**config.mk**
```make
export PLATFORM = sky130hd
export DESIGN_NAME = approx_adder_error_monitor
export DESIGN_NICKNAME = d
export VERILOG_FILES = /design/src/rtl/approx_adder_error_monitor.sv
export SDC_FILE = /design/constraint.sdc
export NUM_CORES = 1
export LEC_CHECK = 0
export ABC_AREA = 1
export BUFFER_PORTS_ARGS = -buffer_cell sky130_fd_sc_hd__buf_2
export CAP_MARGIN = 20
export CORE_UTILIZATION = 58
export CTS_CLUSTER_DIAMETER = 120
export DETAILED_ROUTE_END_ITERATION = 16
export PLACE_DENSITY = 0.82
export SLEW_MARGIN = 25
export SYNTH_ARGS = -nofsm -noshare
export SYNTH_HDL_FRONTEND = slang
export SYNTH_SLANG_ARGS = --single-unit
```
**constraint.sdc**
```tcl
create_clock -name clk -period 2.4 [get_ports clk]
set_input_delay 0.24 -clock clk [delete_from_list [all_inputs] [get_ports clk]]
set_output_delay 0.24 -clock clk [all_outputs]
set_load 0.005 [all_outputs]
```
**src/rtl/approx_adder_error_monitor.sv**
```systemverilog
// rtl/approx_adder_error_monitor.sv - error statistics checker for an approximate WIDTH-bit adder
//
// Purpose: takes {in1, in2, approx} samples, forms the exact sum and |exact-approx|,
// and accumulates run statistics: sample count, error count, saturating sum of |err|,
// max |err| and the operands of the first sample reaching that max.
//
// Ports:
//   clk, rst                 clock, synchronous active-high reset
//   start, num_samples       begin a run of num_samples samples (accepted in IDLE/DONE only)
//   in_valid, in_ready       sample handshake, transfer when both high
//   in1, in2, approx         operands and approximate sum under test
//   busy, done               run in progress (RUN/DRAIN) / stats final (DONE)
//   sample_cnt, err_cnt      samples folded into stats / samples with nonzero error
//   sum_abs_err, sat         saturating sum of |err| / sticky saturation flag
//   max_abs_err              largest |err| of the run
//   wce_in1, wce_in2         operands of the first sample that reached max_abs_err
module approx_adder_error_monitor #(
    parameter int WIDTH = 8,
    parameter int ACC_W = 32,
    parameter int CNT_W = 2*WIDTH+1
) (
    input  logic             clk,
    input  logic             rst,
    input  logic             start,
    input  logic [CNT_W-1:0] num_samples,
    input  logic             in_valid,
    output logic             in_ready,
    input  logic [WIDTH-1:0] in1,
    input  logic [WIDTH-1:0] in2,
    input  logic [WIDTH:0]   approx,
    output logic             busy,
    output logic             done,
    output logic [CNT_W-1:0] sample_cnt,
    output logic [CNT_W-1:0] err_cnt,
    output logic [ACC_W-1:0] sum_abs_err,
    output logic             sat,
    output logic [WIDTH:0]   max_abs_err,
    output logic [WIDTH-1:0] wce_in1,
    output logic [WIDTH-1:0] wce_in2
);

    typedef enum logic [1:0] {
        IDLE  = 2'd0,
        RUN   = 2'd1,
        DRAIN = 2'd2,
        DONE  = 2'd3
    } state_t;

    localparam logic [CNT_W-1:0] CNT_ONE = 1;
    localparam logic [ACC_W-1:0] ACC_MAX = '1;

    state_t state, state_nxt;

    logic [CNT_W-1:0] num_lat;
    logic [CNT_W-1:0] acc_cnt;
    logic             xfer;
    logic             start_take;

    // Stage 1: exact sum and the sample as received
    logic             s1_valid;
    logic [WIDTH:0]   s1_exact;
    logic [WIDTH:0]   s1_approx;
    logic [WIDTH-1:0] s1_in1;
    logic [WIDTH-1:0] s1_in2;

    // Stage 2: absolute error, folded into the stats on the following edge
    logic             s2_valid;
    logic [WIDTH:0]   s2_abs_err;
    logic [WIDTH-1:0] s2_in1;
    logic [WIDTH-1:0] s2_in2;

    logic [WIDTH:0]   abs_err;
    logic [ACC_W:0]   sum_ext;

    assign xfer       = in_valid & in_ready;
    assign start_take = start & ((state == IDLE) | (state == DONE));

    // Ordered subtraction keeps |err| within WIDTH+1 bits with no wrap.
    assign abs_err = (s1_exact >= s1_approx) ? (s1_exact - s1_approx)
                                             : (s1_approx - s1_exact);

    // One extra bit so a carry out marks saturation.
    assign sum_ext = {1'b0, sum_abs_err} + {{(ACC_W-WIDTH){1'b0}}, s2_abs_err};

    always_ff @(posedge clk) begin
        if (rst) begin
            state <= IDLE;
        end else begin
            state <= state_nxt;
        end
    end

    always_comb begin
        state_nxt = state;
        case (state)
            IDLE, DONE: begin
                if (start) begin
                    state_nxt = (num_samples == '0) ? DONE : RUN;
                end
            end
            RUN: begin
                // Leave RUN on the transfer that completes the quota, so in_ready
                // is already low in the cycle that would exceed it.
                if (xfer && ((acc_cnt + CNT_ONE) == num_lat)) begin
                    state_nxt = DRAIN;
                end
            end
            DRAIN: begin
                if (!s1_valid && !s2_valid) begin
                    state_nxt = DONE;
                end
            end
            default: state_nxt = IDLE;
        endcase
    end

    always_comb begin
        in_ready = 1'b0;
        busy     = 1'b0;
        done     = 1'b0;
        case (state)
            RUN:     begin in_ready = 1'b1; busy = 1'b1; end
            DRAIN:   busy = 1'b1;
            DONE:    done = 1'b1;
            default: ;
        endcase
    end

    always_ff @(posedge clk) begin
        if (rst) begin
            num_lat    <= '0;
            acc_cnt    <= '0;
            s1_valid   <= 1'b0;
            s1_exact   <= '0;
            s1_approx  <= '0;
            s1_in1     <= '0;
            s1_in2     <= '0;
            s2_valid   <= 1'b0;
            s2_abs_err <= '0;
            s2_in1     <= '0;
            s2_in2     <= '0;
        end else begin
            if (start_take) begin
                num_lat <= num_samples;
                acc_cnt <= '0;
            end else if (xfer) begin
                acc_cnt <= acc_cnt + CNT_ONE;
            end

            s1_valid <= xfer;
            if (xfer) begin
                s1_exact  <= {1'b0, in1} + {1'b0, in2};
                s1_approx <= approx;
                s1_in1    <= in1;
                s1_in2    <= in2;
            end

            s2_valid <= s1_valid;
            if (s1_valid) begin
                s2_abs_err <= abs_err;
                s2_in1     <= s1_in1;
                s2_in2     <= s1_in2;
            end
        end
    end

    always_ff @(posedge clk) begin
        if (rst || start_take) begin
            sample_cnt  <= '0;
            err_cnt     <= '0;
            sum_abs_err <= '0;
            sat         <= 1'b0;
            max_abs_err <= '0;
            wce_in1     <= '0;
            wce_in2     <= '0;
        end else if (s2_valid) begin
            sample_cnt <= sample_cnt + CNT_ONE;
            if (s2_abs_err != '0) begin
                err_cnt <= err_cnt + CNT_ONE;
            end
            if (sum_ext[ACC_W]) begin
                sum_abs_err <= ACC_MAX;
                sat         <= 1'b1;
            end else begin
                sum_abs_err <= sum_ext[ACC_W-1:0];
            end
            // Strict compare: ties keep the earlier sample, zero error never updates.
            if (s2_abs_err > max_abs_err) begin
                max_abs_err <= s2_abs_err;
                wce_in1     <= s2_in1;
                wce_in2     <= s2_in2;
            end
        end
    end

endmodule

```
Word level (Yosys, flattened, before mapping) --
Cells that the tools add are included.
Word-level totals: output and inout bits 95, register bits after elaboration 189
Cells by class: add/sub/neg operators 7, reduce and logical (&&, ||, !) cells 15, muxes and demuxes 10, eq/ne operators 7, magnitude comparators 2, bitwise logic cells 3
Operators by type and width (number):
- adder 17 x 1 -> 17 bit, second input constant | 3
- adder 32 x 9 -> 33 bit | 1
- two-way mux 32 bit | 1
- subtractor 9 bit | 2
- == test 17 bit | 1
- logical NOT 17 bit | 1
- adder 8 x 8 -> 9 bit | 1
- >= comparator 9 bit | 1
- greater-than comparator 9 bit | 1
- two-way mux 9 bit | 1
- nonzero test 9 bit | 1
- two-way mux 2 bit | 4
- != test 2 bit, second input constant | 3
- one-hot mux 2 bit (3 select lines) | 1
- AND reduction 2 bit | 3
- OR reduction 2 bit | 3
- == test 2 bit, second input constant | 2
- two-way mux 1 bit | 3
- AND reduction 3 bit | 1
- bitwise AND 1 bit | 2
- == test 2 x 1 -> 1 bit, second input constant | 1
- logical AND 1 bit | 2
- logical NOT 1 bit | 2
- logical NOT 2 bit | 1
- 2 further kinds | 2

Depth between registers and ports, before layout --
depth after elaboration 6, gate-level depth with buffers 18

Worst setup path before layout --
No wires, ideal clock.
path type register -> register, start register sum_abs_err[0], end register sum_abs_err[16], cell stages (with the launch flop) 15, required time 2285 ps, path buffers 0, setup slack 316 ps, data arrival time 1969 ps, path through dfxtp_1 > ha_1 > fa_1 > nand3_1 > nand2_2 > a21oi_2 > o21ai_2 > nand2_1 > inv_2 > nand2_4 > nor2_8 > inv_4 > o21ai_0 > o21ai_0 > inv_1
On the way: cells in the longest elaborated chain, start to end 2
RTL lines:
- from (decl) | line 35 | output logic [ACC_W-1:0] sum_abs_err,
- from (signal assigned) | line 185 | sum_abs_err <= sum_ext[ACC_W-1:0];
- adder 32 x 9 -> 33 bit | line 83 | assign sum_ext = {1'b0, sum_abs_err} + {{(ACC_W-WIDTH){1'b0}}, s2_abs_err};
- two-way mux 32 bit | line 181 | if (sum_ext[ACC_W]) begin
Every way passes these cells. A chain may end at the register's enable or synchronous reset.

Final worst setup path --
start register sum_abs_err[0], end register sum_abs_err[30]
Same word-level chain as after synthesis.

==> impl_metrics.tcl <==
set metrics [dict create \
    startpoint_type "flip-flop" \
    grt_pass1_wl_mm 39.6 \
    wl_per_cell_um 13.7 \
    drc 0 \
    synth.cell_area_um2 9740 \
    cts_buffer_depth 2 \
    cts_tree "yes" \
    clkSinkCount 189 \
    ant_nets 0 \
    antenna_cells 0 \
    placed_cells 1676 \
    layout-area-overhead-vs-synth_pct 16.3 \
    cts_root_buf "clkbuf_16" \
    reg2reg_setup_slack_ps 140 \
    synth_nets 1444 \
    rows 47 \
    ys_types 53 \
    status "complete, no violations" \
    final_cell_mix "nor2_1, nand2_1, dfxtp_1" \
    synth_enable_flop_cells 0 \
    p_leak_nw 5.04 \
    rsz0062_at_grt "no" \
    die_y_um 132 \
    cap_viol_max_count 0 \
    finalInstanceArea_um2 11300 \
    slew_violations 0 \
    post_route_cells_drive_above_1_share 0.160 \
    critPathMaxFanout 16 \
    synth_area_leaders "dfxtp_1, nor2_1, o21ai_0" \
    num_io_pins 141 \
    yosysSeqAreaShare 0.389 \
    r2r-end "sum_abs_err[30]" \
    cts_made_buffers 17 \
    hold_depth 3 \
    grt_max_degree 75 \
    io_buffers 140 \
    vias 9274 \
    setup_slack_ps 137 \
    hold_viol 0 \
    crit_path_end_kind "flip-flop" \
    worstReg2RegStart "sum_abs_err[0]" \
    period_share 0.943 \
    dpl.hpwl_mm 17.2 \
    rr_worst_depth 14 \
    dieWidth_um 132 \
    overflow 0 \
    placed_area_um2 10700 \
    h-tree-depth 4 \
    synth_ff_type "dfxtp_1" \
    crit_type "reg -> reg" \
    vias_per_cell 5.42 \
    max_freq_mhz 442 \
    final_cells 1710 \
    hold_path_class "in -> reg" \
    grt_pass1_vias 8385 \
    core_area_um2 16500 \
    yosysTopAreaCell "dfxtp_1" \
    synth_top_area_share 0.389 \
    gp_congestion 0.940 \
    dp_slack_ps 63.3 \
    start_util 0.591 \
    setup_viol 0 \
    synthCells 1344 \
    wl_mm 23.5 \
    skew_ps 8.65 \
    grt_usage 0.277 \
    clk_latency_ps 440 \
    worstHoldStart "num_samples[12]" \
    power.total_mw 10.2 \
    final_common_cell "nor2_1" \
    relSlewSlack 0.676 \
    antenna_found_initial 0 \
    holdPathEnd "num_lat[12]" \
    clkTransAtPathRegs_ps 70 \
    fin_nets 1577 \
    syn_avg_cell_area_um2 7.25 \
    die_area_um2 17300 \
    drtPass1Iterations 7 \
    synth-seq-cells 189 \
    worst_pin_slew_ps 482 \
    p_per_area_nw_per_um2 904 \
    ir_drop_uv 669 \
    postSynth.asyncResetShare 0 \
    cp_data_required_time_ps 2730 \
    fillers 1393 \
    drtIter0Drc 905 \
    worst_ep_arrival_time_ps 2590 \
    synth.yosys.warnings 0 \
    post-route-min-period_ps 2260 \
    fin_setup_tns_ps 0 \
]
critical path, stage by stage (launching register included):
cell     delay, ps
dfxtp_1        330
ha_2           220
fa_1           410
nand3_1        110
nand2_2         80
a21oi_2        160
o21ai_2        120
nand2_2        110
inv_2           50
nand2_4         80
nor2_8          50
inv_6          110
o21ai_0        100
o21ai_0        160
inv_1           50
synthesized netlist by cell type, types with 12 or more instances:
cell and n:
o21ai_0 148, dfxtp_1 189, ha_1 50, nand3_1 61, inv_1 135, nand2_1 193
clkbuf_1 37, nor2_1 207, nor3_1 25, nand4_1 13, xnor2_1 12, nor4_1 12
xor2_1 29, a21oi_1 118
sequential cells by signal (all words and copies together) (netlist names):
register,cells
sum_abs_err,32
acc_cnt,17
err_cnt,17
num_lat,17
sample_cnt,17
max_abs_err,9
s1_approx,9
s1_exact,9
s2_abs_err,9
s1_in1,8
s1_in2,8
s2_in1,8
s2_in2,8
wce_in1,8
wce_in2,8
state,2
s1_valid,1
s2_valid,1
sat,1
worst max path at each step:
stage                   startpoint              end  slack [ps]  depth (start not counted)
finish              sum_abs_err[0]  sum_abs_err[30]         140                         14
global route        sum_abs_err[0]  sum_abs_err[16]          20                         14
CTS                 sum_abs_err[0]  sum_abs_err[30]          20                         14
detailed placement  sum_abs_err[0]  sum_abs_err[30]          60                         14
global placement    sum_abs_err[0]  sum_abs_err[16]         180                         14
floorplan           sum_abs_err[0]  sum_abs_err[16]         320                         14
per-layer routing:
layer	global-route usage	wire, µm	part of all wire
met1	0.386	10900	0.46
met2	0.441	10700	0.45
met3	0.0359	1580	0.067
met4	0.0956	382	0.016
met5	0	0	0
cells by family after synthesis:
family          after synthesis  synth area share
xor+xnor                     42            0.0393
flops                       189             0.389
buf+inv                     195            0.0777
simple gates                545             0.243
fa+ha+maj                    54            0.0725
compound gates              319             0.179
layout make-up:
class	instances	area [µm²]	share of cell area
Multi-Input combinational cell	960	5220	0.461
Sequential cell	189	3780	0.334
Timing Repair Buffer	166	933	0.0824
Inverter	143	544	0.0480
Clock buffer	20	447	0.0394
Tap cell	220	275	0.0243
Clock inverter	12	126	0.0112
per-stage QoR:
stage | hold slack [ps] | util
finish | 71.9 | 0.688
global route | 86.1 | 0.688
CTS | 71.2 | 0.686
detailed placement | 454 | 0.651
global placement | 440 | 0.651
floorplan | 407 | -
power breakdown:
| part | leakage (nW) | internal (mW) | switching [mW] |
|---|---|---|---|
| Sequential | 1.53 | 3.53 | 0.308 |
| Clock | 0.268 | 1.49 | 1.27 |
| Combinational | 3.24 | 1.38 | 2.27 |
repair_timing:
| item | CTS | global route |
|---|---|---|
| hold buffers | 0 | 0 |
| buffers inserted | 0 | 2 |
| gates resized for setup | 0 | 9 |
| setup endpoints to repair | 0 | 20 |
| endpoints found under the hold margin | 0 | 0 |
No activity file was read; power rests on OpenSTA's default activity.
